==> src/rtl/instr_fetch_seq.sv <==
// instr_fetch_seq: program sequencer and fetch stage. Drives the ROM address,
// registers the returned word and hands it downstream over valid/ready.
//
// Ports:
//   clk, rst_n      clock, synchronous active-low reset
//   start           level; starts/restarts a run from IDLE or DONE
//   rom_addr        ROM address (= pc[ADDR_W-1:0])
//   rom_data        combinational ROM word for rom_addr
//   instr           registered instruction to the splitter/ALU
//   instr_valid     instr holds an unconsumed word
//   instr_ready     downstream accepts instr this cycle
//   pc              words loaded since the last start (ADDR_W+1 bits)
//   busy / done     high in RUN / DONE
//
// Optional macro FETCH_HALT_DECODE_EN: an all-ones ROM word ends the
// program early; the word itself is never delivered.

module instr_fetch_seq #(
  parameter int ADDR_W   = 6,
  parameter int DATA_W   = 19,
  parameter int PROG_LEN = 9
) (
  input  logic              clk,
  input  logic              rst_n,
  input  logic              start,
  output logic [ADDR_W-1:0] rom_addr,
  input  logic [DATA_W-1:0] rom_data,
  output logic [DATA_W-1:0] instr,
  output logic              instr_valid,
  input  logic              instr_ready,
  output logic [ADDR_W:0]   pc,
  output logic              busy,
  output logic              done
);

  typedef enum logic [1:0] {
    IDLE = 2'd0,
    RUN  = 2'd1,
    DONE = 2'd2
  } state_t;

  localparam logic [ADDR_W:0] LEN = PROG_LEN[ADDR_W:0];
  localparam logic [ADDR_W:0] ONE = 1;

  state_t            state_q, state_d;
  logic [ADDR_W:0]   pc_q, pc_d;
  logic [DATA_W-1:0] instr_q, instr_d;
  logic              valid_q, valid_d;

  logic load_opp;
  logic more;
  logic halt;
  logic fetch;

  // The output register is free when empty or being drained this edge.
  assign load_opp = !valid_q || instr_ready;
  assign more     = pc_q < LEN;

`ifdef FETCH_HALT_DECODE_EN
  assign halt = (&rom_data) && load_opp;
`else
  assign halt = 1'b0;
`endif

  assign fetch = load_opp && more && !halt;

  always_comb begin
    state_d = state_q;
    pc_d    = pc_q;
    instr_d = instr_q;
    valid_d = valid_q;
    unique case (state_q)
      IDLE: begin
        if (start) begin
          state_d = RUN;
          pc_d    = '0;
        end
      end
      RUN: begin
        if (fetch) begin
          instr_d = rom_data;
          valid_d = 1'b1;
          pc_d    = pc_q + ONE;
        end else if (!more || halt) begin
          // End of program: drain the held word, then finish.
          if (!valid_q) begin
            state_d = DONE;
          end else if (instr_ready) begin
            valid_d = 1'b0;
            state_d = DONE;
          end
        end
      end
      DONE: begin
        if (start) begin
          state_d = RUN;
          pc_d    = '0;
        end
      end
      default: begin
        state_d = IDLE;
      end
    endcase
  end

  always_ff @(posedge clk) begin
    if (!rst_n) begin
      state_q <= IDLE;
      pc_q    <= '0;
      instr_q <= '0;
      valid_q <= 1'b0;
    end else begin
      state_q <= state_d;
      pc_q    <= pc_d;
      instr_q <= instr_d;
      valid_q <= valid_d;
    end
  end

  assign rom_addr    = pc_q[ADDR_W-1:0];
  assign instr       = instr_q;
  assign instr_valid = valid_q;
  assign pc          = pc_q;
  assign busy        = (state_q == RUN);
  assign done        = (state_q == DONE);

endmodule

==> config.mk <==
export PLATFORM = sky130hd
export DESIGN_NAME = instr_fetch_seq
export DESIGN_NICKNAME = d
export VERILOG_FILES = /design/src/rtl/instr_fetch_seq.sv
export SDC_FILE = /design/constraint.sdc
export NUM_CORES = 1
export LEC_CHECK = 0
export ABC_AREA = 1
export BUFFER_PORTS_ARGS = -buffer_cell sky130_fd_sc_hd__buf_4
export CORE_MARGIN = 5
export CORE_UTILIZATION = 44
export DETAILED_ROUTE_END_ITERATION = 7
export GPL_ROUTABILITY_DRIVEN = 0
export PLACE_DENSITY_LB_ADDON = 0.1
export SLEW_MARGIN = 25
export SYNTH_ARGS = -nofsm -noshare
export SYNTH_HDL_FRONTEND = slang
export SYNTH_SLANG_ARGS = --single-unit
==> constraint.sdc <==
create_clock -name clk -period 2.34 [get_ports clk]
set_input_delay 0.234 -clock clk [delete_from_list [all_inputs] [get_ports clk]]
set_output_delay 0.234 -clock clk [all_outputs]
set_load 0.01 [all_outputs]
Word-level counts from Yosys, hierarchy flattened
Index checks and enable logic that the tools add are counted.
{"block": "word_totals", "register_bits": 29, "output_inout_bits": 35, "elab_cells": 37}
{"block": "op_classes", "n_addsub": 1, "magnitude_cmp": 1, "n_eq_ne": 8, "mux": 13, "reduce_logical": 10}
{"op": "two-way mux 7 bit", "count": 2}
{"op": "one-hot mux 7 bit (2 select lines)", "count": 1}
{"op": "two-way mux 2 bit", "count": 5}
{"op": "adder 7 x 1 -> 7 bit (second input constant)", "count": 1}
{"op": "< comparator 7 x 4 -> 1 bit (second input constant)", "count": 1}
{"op": "inequality test 2 x 1 -> 1 bit (second input constant)", "count": 3}
{"op": "two-way mux 1 bit", "count": 4}
{"op": "inequality test 2 bit (second input constant)", "count": 2}
{"op": "one-hot mux 2 bit (2 select lines)", "count": 1}
{"op": "AND reduction 2 bit", "count": 2}
{"op": "AND reduction 4 bit", "count": 1}
{"op": "inequality test 3 bit (second input constant)", "count": 1}
{"op": "AND reduction 3 bit", "count": 1}
{"op": "equality test 2 x 1 -> 1 bit (second input constant)", "count": 1}
{"op": "equality test 2 bit (second input constant)", "count": 1}
{"op": "zero test 2 bit", "count": 1}
{"op": "nonzero test 2 bit", "count": 1}
{"op": "OR reduction 2 bit", "count": 1}
{"op": "logical AND 1 bit", "count": 1}
{"op": "zero test 1 bit", "count": 1}
{"op": "logical OR 1 bit", "count": 1}

Depth between registers and ports, before layout
{"block": "depth", "depth_word": 5, "depth_mapped": 8}

Worst setup path after synthesis
Ideal clock, no wire load.
{"block": "synth_timing", "path_type": "register to register", "start": "reg pc_q[0], in the netlist pc[0]", "end": "reg pc_q[1], in the netlist pc[1]", "setup_ns": 0.070, "arrival_time_ns": 1.116, "required_ns": 2.270, "path_slack_ns": 1.153, "stages_incl_launch_ff": 8, "n_path_buf": 1, "synth_period_minus_slack_ns": 1.187, "cell_sequence": "dfxtp_1 -> inv_1 -> nand2_1 -> nand2_1 -> nand3_4 -> buf_2 -> nand3_1 -> a21oi_1"}
{"block": "synth_between", "elab_chain_len": 4, "elab_cells_between_ends": 7}
{"element": "from (decl)", "line": "46", "rtl": "logic [ADDR_W:0] pc_q, pc_d;"}
{"element": "from (signal assigned)", "line": "114", "rtl": "pc_q <= pc_d;"}
{"element": "< comparator 7 x 4 -> 1 bit", "line": "57", "rtl": "assign more = pc_q < LEN;"}
{"element": "logical AND 1 bit", "line": "65", "rtl": "assign fetch = load_opp && more && !halt;"}
{"element": "inequality test 2 x 1 -> 1 bit (no source line)"}
{"element": "AND reduction 3 bit (no source line)"}
Several ways; a longest one is shown, not always the timed one. The select of a mux whose other input is x is not followed.
A chain may end at the register's enable or synchronous reset.

Worst setup path in the final report
{"block": "layout_timing", "start": "reg pc_q[0], in the netlist pc[0]", "end": "reg instr_q[3], in the netlist instr[3]"}
{"block": "layout_between", "elab_chain_len": 3}
{"element": "< comparator 7 x 4 -> 1 bit", "line": "57"}
{"element": "logical AND 1 bit", "line": "65"}
{"element": "AND reduction 2 bit (no source line)"}
{"element": "to (signal assigned)", "line": "115", "rtl": "instr_q <= instr_d;"}
{"element": "to (decl)", "line": "47", "rtl": "logic [DATA_W-1:0] instr_q, instr_d;"}
No other way between the ends.

==> impl_results.md <==
* Status: finished, final reports clean
* Worst path cell trace: inv_1 -> nand2_1 -> nand2_1 -> nand3_4 -> clkinv_2 -> nand2_1 -> a21oi_1
* Synth top area cells: dfxtp_1 50%, nand2_1 18%, a21oi_1 11%
* Final Max Tran Viols at 0
* CTS Buffer Depth at 2
* Max-slew headroom at 52.2%
* RR Endpoint: instr[3]$_SDFFE_PN0P_
* Post-DP HPWL at 2.01 mm
* Layout Cell Area excl Fill at 1630 sq um
* DRT Wirelength at 2.82 mm
* Die span in y at 61.4 um
* Clock latency on the worst-skew pair at 0.33 ns
* Via Count at 1109
* Crit. End Element: flop
* Total CTS buffers at 5
* Synth Cell Area at 1160 sq um
* Antenna Cells at 0
* Post-synth top area share at 49.9%
* Largest net degree at the start of global routing at 27
* R2R Path Start: pc[0]$_SDFFE_PN0P_
* Sink Count at 29
* Clock transition at path regs at 0.09 ns
* Gr usage total at 16.3%
* Register area share after synthesis at 49.9%
* Clock root buffer: clkbuf_4
* Drt wl/cell at 12.0 um
* Setup TNS at 0 ns
* Max IR drop VDD at 0.604 mV
* # Post-CTS Setup Buffers at 0
* Post-cts repair resize count at 0
* CP Class: flop to flop
* Netlist cell types at 20
* Number of global-route vias before repair at 1017
* Worst-Margin Slew at 0.713 ns
* Hold path cells at 3
* Syn avg cell area at 7.71 sq um
* FP Rows at 18
* Power per cell area at 700 nW/um^2
* F_max at 641 MHz
* Initial Utilization at 46.5%
* Hold path start: rom_data[15]
* Worst hold endpoint: instr[15]$_SDFFE_PN0P_
* Syn nets at 175
* Post-synth top area cell: dfxtp_1
* Max-cap check violation count at 0
* R2r worst-path depth at 7
* Die width at 61.4 um
* DR pass1 iterations at 4
* Die area at 3770 sq um
* Port buffer count at 57
* TritonCTS clock tree: yes
* Cts hold-fix bufs at 0
* Final Hold Fails at 0
* RSZ-0062 raised after global routing: false
* Avg Vias per Cell at 4.74
* Slowest Stage Delay on Critical Path at 0.41 ns
* Slowest cell on crit path: dfxtp_1
* First-pass GRT wire length at 4.39 mm
* Seq cells post-synth at 29
* Flop2flop setup slack at 0.78 ns
* Critical Path Source Type: flop
* Total power at 1.14 mW
* Number of remaining DRC errors at 0
* Final setup skew at 0.00334 ns
* Synthesized instance count at 151
* IO Pins at 58
* Setup Viol. Count Final at 0
* Layout Nets at 227
* Crit path time final at 1.56 ns
* H-tree depth at 2
* Initial antenna violation count at 0
* Commonest cells after routing, fill and taps aside: 57 x buf_4, 55 x nand2_1, 29 x dfxtp_1
* Final Cycle Share at 66.7%
* Layout area overhead at 40.0%
* Crit path top cell by count: nand2_1
* Initial DRC count at 36
* Synth Warn # at 0
* Crit path DAT at 1.76 ns
* DP Area at 1540 sq um
* CP max FO at 24
* Leakage Power at 0.753 nW
* Placeable Area at 2500 sq um
* Commonest non-fill, non-tap cell in the layout: buf_4
* Worst hold path class: input pin to flop
* Layout cell share with drive strength beyond 1 at 33.3%
* Global route overflow at 0
* Required time of the critical path at 2.54 ns
* Antenna-violating nets left at 0
==> worst max-delay path, delay by kind of cell (launching register included) <==
family          cells  cell delay, ns
buf+inv             2            0.39
compound gates      1            0.07
simple gates        4            0.56
flops               1            0.41
==> power breakdown <==
part / internal (mW) / leakage, nW / total [mW] / switching [mW]
clock network: 0.255 / 0.0455 / 0.427 / 0.172
logic: 0.0825 / 0.472 / 0.177 / 0.0948
registers: 0.520 / 0.236 / 0.536 / 0.0160
==> stage by stage <==
step | util, % | instances | setup slack [ns] | hold slack, ns
3_5_place_dp | 61.8 | 226 | 0.784 | 0.457
6_report | 65.2 | 234 | 0.779 | 0.154
4_1_cts | 65.2 | 234 | 0.774 | 0.133
2_1_floorplan | - | 151 | 1.15 | 0.357
5_1_grt | 65.2 | 234 | 0.582 | 0.138
3_3_place_gp | 61.8 | 226 | 0.844 | 0.457
==> layer usage <==
| metal | up-vias | wire [um] | track usage [%] |
|---|---|---|---|
| met2 | 46 | 1340 | 27.2 |
| met3 | 4 | 298 | 7.76 |
| met4 | 0 | 40 | 6.97 |
| met5 | - | 0 | 0 |
| li1 | 571 | - | - |
| met1 | 488 | 1140 | 17.6 |
==> worst max-delay path by stage <==
stage,to,cells after the start,slack [ns],startpoint
6_report,instr[3]$_SDFFE_PN0P_,7,0.78,pc[0]$_SDFFE_PN0P_
5_1_grt,instr[16]$_SDFFE_PN0P_,7,0.58,pc[0]$_SDFFE_PN0P_
4_1_cts,instr[3]$_SDFFE_PN0P_,7,0.77,pc[2]$_SDFFE_PN0P_
3_5_place_dp,instr[3]$_SDFFE_PN0P_,7,0.78,pc[0]$_SDFFE_PN0P_
3_3_place_gp,instr[17]$_SDFFE_PN0P_,7,0.84,pc[0]$_SDFFE_PN0P_
2_1_floorplan,pc[1]$_SDFFE_PN0P_,7,1.15,pc[0]$_SDFFE_PN0P_
==> final cells by class <==
type | instances | area (sq um)
Clock buffer | 7 | 55.1
Clock inverter | 1 | 30.0
Timing Repair Buffer | 57 | 428
Sequential cell | 29 | 581
Fill cell | 222 | 871
Inverter | 10 | 38.8
Tap cell | 30 | 37.5
Multi-Input combinational cell | 100 | 459
==> registers in the layout (all words and copies together) (netlist names) <==
register	count
instr_valid	1
pc	7
state_q	2
instr	19
==> Yosys cell counts <==
master     n
a21oi_1   25
buf_2      2
buf_4      6
buf_6      2
clkbuf_1   2
clkinv_1   1
clkinv_2   1
dfxtp_1   29
ha_1       1
inv_1      8
nand2_1   55
nand2_2    1
nand3_1    4
nand3_4    1
nor2_1     7
nor2_4     1
nor3_1     1
nor3b_1    2
o21ai_0    1
xnor2_1    1
==> kinds of logic (layout without fill, tap and decap cells) <==
logic type               Yosys count  in the layout  share of synthesized area (%)
AO/OA/AOI/OAI                     26             26                           11.2
XOR/XNOR                           1              1                          0.753
adder cells (fa/ha/maj)            1              1                           1.08
buffers and inverters             22             75                           10.6
flip-flops                        29             29                           49.9
AND/OR/NAND/NOR                   72             72                           26.5
Note: power is estimated with default switching activity, not from simulation.
